### src/rtl/game_sequencer_pkg.sv
// Shared types and defaults for the game sequencer.
// State codes are also exported on the debug state port.
package game_sequencer_pkg;

  localparam int TICK_DIV_DEF    = 25000;
  localparam int LIVES_DEF       = 3;
  localparam int PAUSE_TICKS_DEF = 32;

  localparam int LIVES_W = 2;
  localparam int LEVEL_W = 4;
  localparam int STATE_W = 3;

  typedef enum logic [STATE_W-1:0] {
    ST_IDLE      = 3'd0,
    ST_INIT      = 3'd1,
    ST_PLAYING   = 3'd2,
    ST_PAUSE     = 3'd3,
    ST_RESUME    = 3'd4,
    ST_GAME_OVER = 3'd5
  } state_e;

  function automatic logic [LEVEL_W-1:0] level_inc(
    input logic [LEVEL_W-1:0] lvl
  );
    if (lvl == {LEVEL_W{1'b1}})
      return lvl;
    return lvl + 1'b1;
  endfunction

endpackage

### src/rtl/game_sequencer_tick_divider.sv
// Free-running game-tick divider.
// tick is decoded from the registered count only.
import game_sequencer_pkg::*;

module tick_divider #(
  parameter int TICK_DIV = TICK_DIV_DEF
) (
  input  logic clk,
  input  logic reset,
  output logic tick
);

  localparam logic [15:0] LAST = 16'(TICK_DIV - 1);

  logic [15:0] r_cnt;
  logic        w_last;

  assign w_last = (r_cnt == LAST);
  assign tick   = w_last;

  always_ff @(posedge clk) begin
    if (!reset)
      r_cnt <= '0;
    else if (w_last)
      r_cnt <= '0;
    else
      r_cnt <= r_cnt + 16'd1;
  end

endmodule

### src/rtl/game_sequencer.sv
// Top-level game flow FSM: start, play, pause, resume, game over.
// All outputs come from registered state and the registered divider.
import game_sequencer_pkg::*;

module game_sequencer #(
  parameter int TICK_DIV    = TICK_DIV_DEF,
  parameter int LIVES       = LIVES_DEF,
  parameter int PAUSE_TICKS = PAUSE_TICKS_DEF
) (
  input  logic               clk,
  input  logic               reset,
  input  logic               startPulse,
  input  logic               shipHit,
  input  logic               waveCleared,
  input  logic               invadersLanded,
  output logic               enable,
  output logic               clear,
  output logic               scoreClear,
  output logic [LIVES_W-1:0] lives,
  output logic [LEVEL_W-1:0] level,
  output logic               gameOver,
  output logic [STATE_W-1:0] state
);

  localparam logic [7:0]         PT8 = 8'(PAUSE_TICKS);
  localparam logic [LIVES_W-1:0] LV0 = LIVES_W'(LIVES);

  state_e             r_state;
  logic [LIVES_W-1:0] r_lives;
  logic [LEVEL_W-1:0] r_level;
  logic [7:0]         r_pcnt;
  logic               w_tick;
  logic [7:0]         w_pcnt_nx;

  tick_divider #(
    .TICK_DIV(TICK_DIV)
  ) u_div (
    .clk  (clk),
    .reset(reset),
    .tick (w_tick)
  );

  assign w_pcnt_nx = r_pcnt + 8'd1;

  always_ff @(posedge clk) begin
    if (!reset) begin
      r_state <= ST_IDLE;
      r_lives <= '0;
      r_level <= '0;
      r_pcnt  <= '0;
    end else begin
      case (r_state)
        ST_IDLE: begin
          if (startPulse)
            r_state <= ST_INIT;
        end
        ST_INIT: begin
          r_lives <= LV0;
          r_level <= '0;
          r_state <= ST_PLAYING;
        end
        ST_PLAYING: begin
          if (invadersLanded) begin
            r_lives <= '0;
            r_state <= ST_GAME_OVER;
          end else if (shipHit) begin
            if (r_lives == LIVES_W'(1)) begin
              r_lives <= '0;
              r_state <= ST_GAME_OVER;
            end else begin
              r_lives <= r_lives - 1'b1;
              r_pcnt  <= '0;
              r_state <= ST_PAUSE;
            end
          end else if (waveCleared) begin
            r_level <= level_inc(r_level);
            r_pcnt  <= '0;
            r_state <= ST_PAUSE;
          end
        end
        ST_PAUSE: begin
          // counter lands on PAUSE_TICKS together with the RESUME move
          if (w_tick) begin
            r_pcnt <= w_pcnt_nx;
            if (w_pcnt_nx == PT8)
              r_state <= ST_RESUME;
          end
        end
        ST_RESUME: begin
          r_state <= ST_PLAYING;
        end
        ST_GAME_OVER: begin
          if (startPulse)
            r_state <= ST_INIT;
        end
        default: begin
          r_state <= ST_IDLE;
        end
      endcase
    end
  end

  assign enable     = w_tick && (r_state == ST_PLAYING);
  assign clear      = (r_state == ST_INIT) || (r_state == ST_RESUME);
  assign scoreClear = (r_state == ST_INIT);
  assign gameOver   = (r_state == ST_GAME_OVER);
  assign lives      = r_lives;
  assign level      = r_level;
  assign state      = r_state;

endmodule

### config.mk
export PLATFORM = sky130hd
export DESIGN_NAME = game_sequencer
export DESIGN_NICKNAME = d
export VERILOG_FILES = /design/src/rtl/game_sequencer_pkg.sv /design/src/rtl/game_sequencer_tick_divider.sv /design/src/rtl/game_sequencer.sv
export SDC_FILE = /design/constraint.sdc
export NUM_CORES = 1
export LEC_CHECK = 0
export ABC_AREA = 1
export BUFFER_PORTS_ARGS = -buffer_cell sky130_fd_sc_hd__buf_2
export CORE_UTILIZATION = 48
export DETAILED_ROUTE_END_ITERATION = 8
export PLACE_DENSITY = 0.7
export RECOVER_POWER = 25
export SETUP_SLACK_MARGIN = 0.2
export SYNTH_ARGS = -nofsm -noshare
export SYNTH_HDL_FRONTEND = slang
export SYNTH_SLANG_ARGS = --single-unit
### constraint.sdc
create_clock -name clk -period 1.55 [get_ports clk]
set_input_delay 0.0775 -clock clk [delete_from_list [all_inputs] [get_ports clk]]
set_output_delay 0.0775 -clock clk [all_outputs]
set_load 0.01 [all_outputs]
==> results of run 1 <==
cells by family after synthesis:
group,after synthesis,share of synthesized area
and+or+nand+nor,150,0.3599
AOI/OAI and AO/OA,46,0.1534
buffers and inverters,36,0.07839
DFF,33,0.3599
adders and majority gates,5,0.03408
xor gates and xnor gates,3,0.01432
metal layers:
layer / global-route usage / up-vias / part of all wire
met5: 0 / - / 0
met2: 0.4215 / 83 / 0.52
met3: 0.03750 / 33 / 0.054
met1: 0.2717 / 949 / 0.39
li1: - / 1020 / -
met4: 0.05966 / 0 / 0.041
where the power goes:
part / switching, W / leakage [nW] / total [W] / internal [W]
sequential: 0.000243 / 0.277 / 0.00128 / 0.00104
clock: 0.000342 / 0.0645 / 0.000851 / 0.000509
combinational: 0.00109 / 0.880 / 0.00194 / 0.000845
total: 0.00168 / 1.22 / 0.00407 / 0.00239
flip-flops by register name (all words and copies together), names as in the netlist:
signal	count
level	4
lives	2
u_div.r_cnt	16
r_pcnt	8
state	3
cells in the final DEF (no fill, tap or decap), types with 3 or more instances in the layout:
| master | n |
|---|---|
| nor2_4 | 7 |
| nor3_1 | 3 |
| buf_6 | 12 |
| nand2_2 | 11 |
| nand2_4 | 6 |
| nand3_1 | 10 |
| inv_1 | 21 |
| nand4_1 | 5 |
| inv_2 | 9 |
| nand2_1 | 46 |
| a21oi_1 | 17 |
| nor2_1 | 34 |
| buf_4 | 31 |
| a21oi_2 | 9 |
| nand3_4 | 3 |
| o21ai_2 | 4 |
| nor2_2 | 9 |
| or2_0 | 3 |
| clkbuf_8 | 5 |
| dfxtp_4 | 8 |
| dfxtp_2 | 8 |
| ha_4 | 4 |
| o21ai_1 | 6 |
| buf_2 | 18 |
| dfxtp_1 | 17 |
| nand3_2 | 3 |
stage by stage:
stage               TNS [ps]    util  power [W]  hold WS (ps)
floorplan                  0       -   0.002149         235.4
global placement           0  0.5977   0.002490         422.1
detailed placement         0  0.5977   0.002502         439.9
CTS                   -1.324  0.6982   0.003631         108.6
global route          -286.8  0.7867   0.004325         166.9
finish                     0  0.7867   0.004067         142.3
final cells by class:
cell class	count	area (um^2)	share of cell area
clock buffers	7	118.9	0.04127
flip-flops and latches	33	700.7	0.2433
repair buffers	62	478.0	0.1659
multi-input cells	205	1384	0.4805
well taps	48	60.06	0.02085
clock inverters	1	5.005	0.001738
inverters	33	133.9	0.04648
repair_timing:
item / in CTS / in global routing
setup buffers: 16 / 11
gates resized for setup: 28 / 68
hold endpoints to repair: 0 / 0
pin swaps: 21 / 30
gates cloned: 1 / 0
endpoints found under the setup margin: 27 / 33
critical path: stages, from the launching register on:
cell and delay (ps):
dfxtp_4 370, ha_4 150, nand4_1 90, nor2_1 120, nand2_2 110, nand2_2 150, nand2_1 80, nor2_1 110
nand3_1 100, nand2_1 100, nor2_1 50
final timing paths:
check / startpoint / endpoint / depth (start not counted)
worst max register to register: u_div.r_cnt[0] / state[0] / 10
worst min-delay path: reset / u_div.r_cnt[2] / 3
worst min register to register: u_div.r_cnt[14] / u_div.r_cnt[14] / 2
worst max-delay path: u_div.r_cnt[0] / state[0] / 10
==> flow_summary.toml, run 1 <==
[run_status]
outcome = "finished clean"

[logic_synthesis]
async_flop_share = 0
synthTopCellsByCount = "nand2_1, nor2_1, dfxtp_1"
synthMostInstantiatedCell = "nand2_1"
syn_inst = 273
synth_edf_count = 0
synth_top_area_share = 0.3599
syn-mean-instance-area_um2 = 6.723
synthTopCellsByArea = "dfxtp_1, nand2_1, nor2_1"
synth_cell_type_count = 34
ys_seq_elements = 33
ys_warn_count = 0
synth_area_mm2 = 0.001836
seq_area_frac_synth = 0.3599
synth_top_area_cell = "dfxtp_1"
synth-main-ff-cell = "dfxtp_1"
synth_nets = 284

[critical_path]
crit_type = "reg2reg"
end_kind = "register"
worstPathArrival_ps = 1700
critPathLaunchType = "register"
crit_fanout = 4
required_ps = 1730
reg2reg_slack_ps = 30

[sta]
maxSlewViolCount = 0
fin_crit_ps = 1521
rsz0062_at_grt = "true"
setup_viol = 0
clock_skew_ps = 10.34
hold_violations = 0
fmax_ghz = 0.6576
fin_ws_ps = 29.37
slew_headroom = 0.7912
tightest_slew_ps = 312.1
period_share = 0.9810

[global_routing]
track_usage = 0.2291
grt_pass1_vias = 1796
gr-total-overflow = 0
grt_first_pass_wirelength_mm = 7.458
grt_antenna_before_repair = 0
grt_max_degree = 14

[place]
dp.cells = 353
post-place-ws_ps = 1.896
dp_hpwl_mm = 2.957
gp_congestion = 0.8295
dpl_cell_area_mm2 = 0.002188
port_buffers = 18

[clock_tree]
clkTransAtPathRegs_ps = 80
htree_levels = 2
worstSkewPairLatency_ps = 290
cts_buffers = 5
postCtsHoldBufs = 0
cts_tree = "built"
cts-root-buf = "clkbuf_8"
clock_path_buffers = 2
cts_sinks = 33

[floorplan]
die_y_um = 63.84
rows = 22
start_util = 0.5014
die_area_mm2 = 0.004076
pin_count = 19
core_region_area_mm2 = 0.003661
die_w_um = 63.84

[power_and_ir_drop]
power_density_mw_per_mm2 = 1412
p_leak_nw = 1.222
ir_drop_v = 0.0006384

[finish]
layout-drive-gt1-share = 0.4897
synthToLayoutAreaGrowth_pct = 56.92
fin_cells = 389
nets = 351
post-route-cell-area_mm2 = 0.002880
antenna_cells = 0
fillers = 234

[drt]
drt_wl_total_mm = 5.579
viasPerCell = 5.360
wire_per_inst_um = 14.34
ant_nets = 0
first_pass_iters = 4
vias = 2085
dr.first_iter.drc_count = 240
drc = 0

[min_path]
hold_class = "in2reg"

[run]
cap_viol_max_count = 0
(Power assumes the default switching activity.)
==> inputs of run 2 (changes only) <==
--- a/config.mk
+++ b/config.mk
@@ -11,7 +11,7 @@
 export DETAILED_ROUTE_END_ITERATION = 8
 export PLACE_DENSITY = 0.7
 export RECOVER_POWER = 25
-export SETUP_SLACK_MARGIN = 0.2
+export SETUP_SLACK_MARGIN = 0.15
 export SYNTH_ARGS = -nofsm -noshare
 export SYNTH_HDL_FRONTEND = slang
 export SYNTH_SLANG_ARGS = --single-unit
==> flow_summary.toml, run 2 (synthesized netlist as in run 1, its figures left out) <==
[min_path]
hold_class = "in2reg"

[critical_path]
crit_fanout = 3
worstPathArrival_ps = 1710
required_ps = 1740
crit_type = "reg2reg"
critPathLaunchType = "register"
crit_start = "r_pcnt[1]"
ff2ff_path_depth = 10
worstSetupEndpoint = "state[0]"
end_kind = "register"
reg2reg_slack_ps = 30
r2r-end = "state[0]"
r2r_start = "r_pcnt[1]"

[floorplan]
die_w_um = 63.84
pin_count = 19
die_area_mm2 = 0.004076
start_util = 0.5014
rows = 22
core_region_area_mm2 = 0.003661
die_y_um = 63.84

[power_and_ir_drop]
p_sw_frac = 0.4050
p_seq_frac = 0.319
power_density_mw_per_mm2 = 1381
clkPwrFrac = 0.187
p_sw_w = 0.001553
p_leak_nw = 1.145
comb_power_share = 0.493
internal_power_w = 0.002282
ir_drop_v = 0.0008446

[drt]
ant_nets = 0
first_pass_iters = 4
drc = 0
drt_wl_total_mm = 4.744
viasPerCell = 5.136
vias = 1967
wire_per_inst_um = 12.39
dr.first_iter.drc_count = 86

[sta]
maxSlewViolCount = 0
fin_hold_ws_ps = 166.8
fin_crit_ps = 1521
tightest_slew_ps = 398.5
period_share = 0.9810
rsz0062_at_grt = "true"
setup-tns-final_ps = 0
fin_ws_ps = 29.48
setup_viol = 0
fmax_ghz = 0.6577
hold_violations = 0
slew_headroom = 0.7344
clock_skew_ps = 3.149

[finish]
post-route-cell-area_mm2 = 0.002776
fillers = 259
layout-drive-gt1-share = 0.4478
largest_reg_flops = 16
largest_register = "u_div.r_cnt"
final_common_cell = "nand2_1"
nets = 345
layout_common_cells = "nand2_1, nor2_1, buf_4"
antenna_cells = 0
synthToLayoutAreaGrowth_pct = 51.26
fin_cells = 383

[global_routing]
track_usage = 0.2286
grt_first_pass_wirelength_mm = 7.245
grt_pass1_vias = 1734
gr-total-overflow = 0
grt_max_degree = 15
grt_antenna_before_repair = 0

[clock_tree]
cts-root-buf = "clkbuf_8"
cts_sinks = 33
clkTransAtPathRegs_ps = 70
worstSkewPairLatency_ps = 290
cts_buffers = 5
clock_path_buffers = 2
htree_levels = 2
cts_tree = "built"

[run_status]
outcome = "finished clean"

[place]
post-place-ws_ps = -2.497
port_buffers = 18
gp_congestion = 0.8158
dpl_cell_area_mm2 = 0.002147
dp.cells = 355
dp_hpwl_mm = 2.971

[run]
cap_viol_max_count = 0
==> run 2: cell count changes in the layout (fill, tap and decap cells not counted), sizes merged <==
cell	change
clkbuf	+5
buf	-11
==> run 2: power by group through the flow <==
stage / registers (W) / clock network (W) / logic (W)
2_1_floorplan: 0.00119 / 0 / 0.000896
3_3_place_gp: 0.00117 / 0 / 0.00134
3_5_place_dp: 0.00117 / 0 / 0.00136
4_1_cts: 0.00118 / 0.000731 / 0.00158
5_1_grt: 0.00125 / 0.000771 / 0.00207
6_report: 0.00123 / 0.000718 / 0.00189
==> run 2: worst max-delay path, cell delays in order (launching register included) <==
cell	delay (ps)
dfxtp_4	370
ha_4	170
nand3_4	110
o21ai_4	160
nand2_2	90
nor2_1	190
nand3_2	90
nand2_1	70
nand3_1	70
nand2_1	60
nor2_1	40
==> run 2: stage by stage <==
| stage | power (W) | util |
|---|---|---|
| floorplan | 0.002091 | - |
| global placement | 0.002507 | 0.5865 |
| detailed placement | 0.002530 | 0.5865 |
| CTS | 0.003493 | 0.6743 |
| global route | 0.004083 | 0.7584 |
| finish | 0.003836 | 0.7584 |
==> run 2: cell type report <==
class                           instances  area, um^2  share of cell area
Tap cell                               48       60.06             0.02163
Timing Repair Buffer                   56       422.9              0.1523
Multi-Input combinational cell        205        1369              0.4930
Clock inverter                          1       5.005            0.001803
Sequential cell                        33       694.4              0.2501
Clock buffer                            7       96.34             0.03470
Inverter                               33       128.9             0.04642
==> run 2: what timing repair did <==
| item | 4_1_cts | 5_1_grt |
|---|---|---|
| gates resized for setup | 35 | 64 |
| pin swaps | 26 | 37 |
| buffers inserted | 10 | 9 |
| setup endpoints to repair | 24 | 29 |
| gates cloned | 1 | 0 |
| hold buffers | 0 | 0 |
==> run 2: how the worst min path moves through the flow <==
stage,from,to,slack (ps),cells past startpoint
floorplan,reset,r_pcnt[3],240,2
global placement,u_div.r_cnt[0],u_div.r_cnt[0],400,1
detailed placement,u_div.r_cnt[0],u_div.r_cnt[0],410,1
CTS,invadersLanded,lives[0],160,4
global route,reset,r_pcnt[3],200,3
finish,invadersLanded,lives[0],170,4
==> run 2: layer usage <==
metal  routed length [um]  global-route usage
met2                 2456              0.4109
met3                  107             0.04464
met4                   91             0.09943
met5                    0                   0
met1                 2088              0.2594
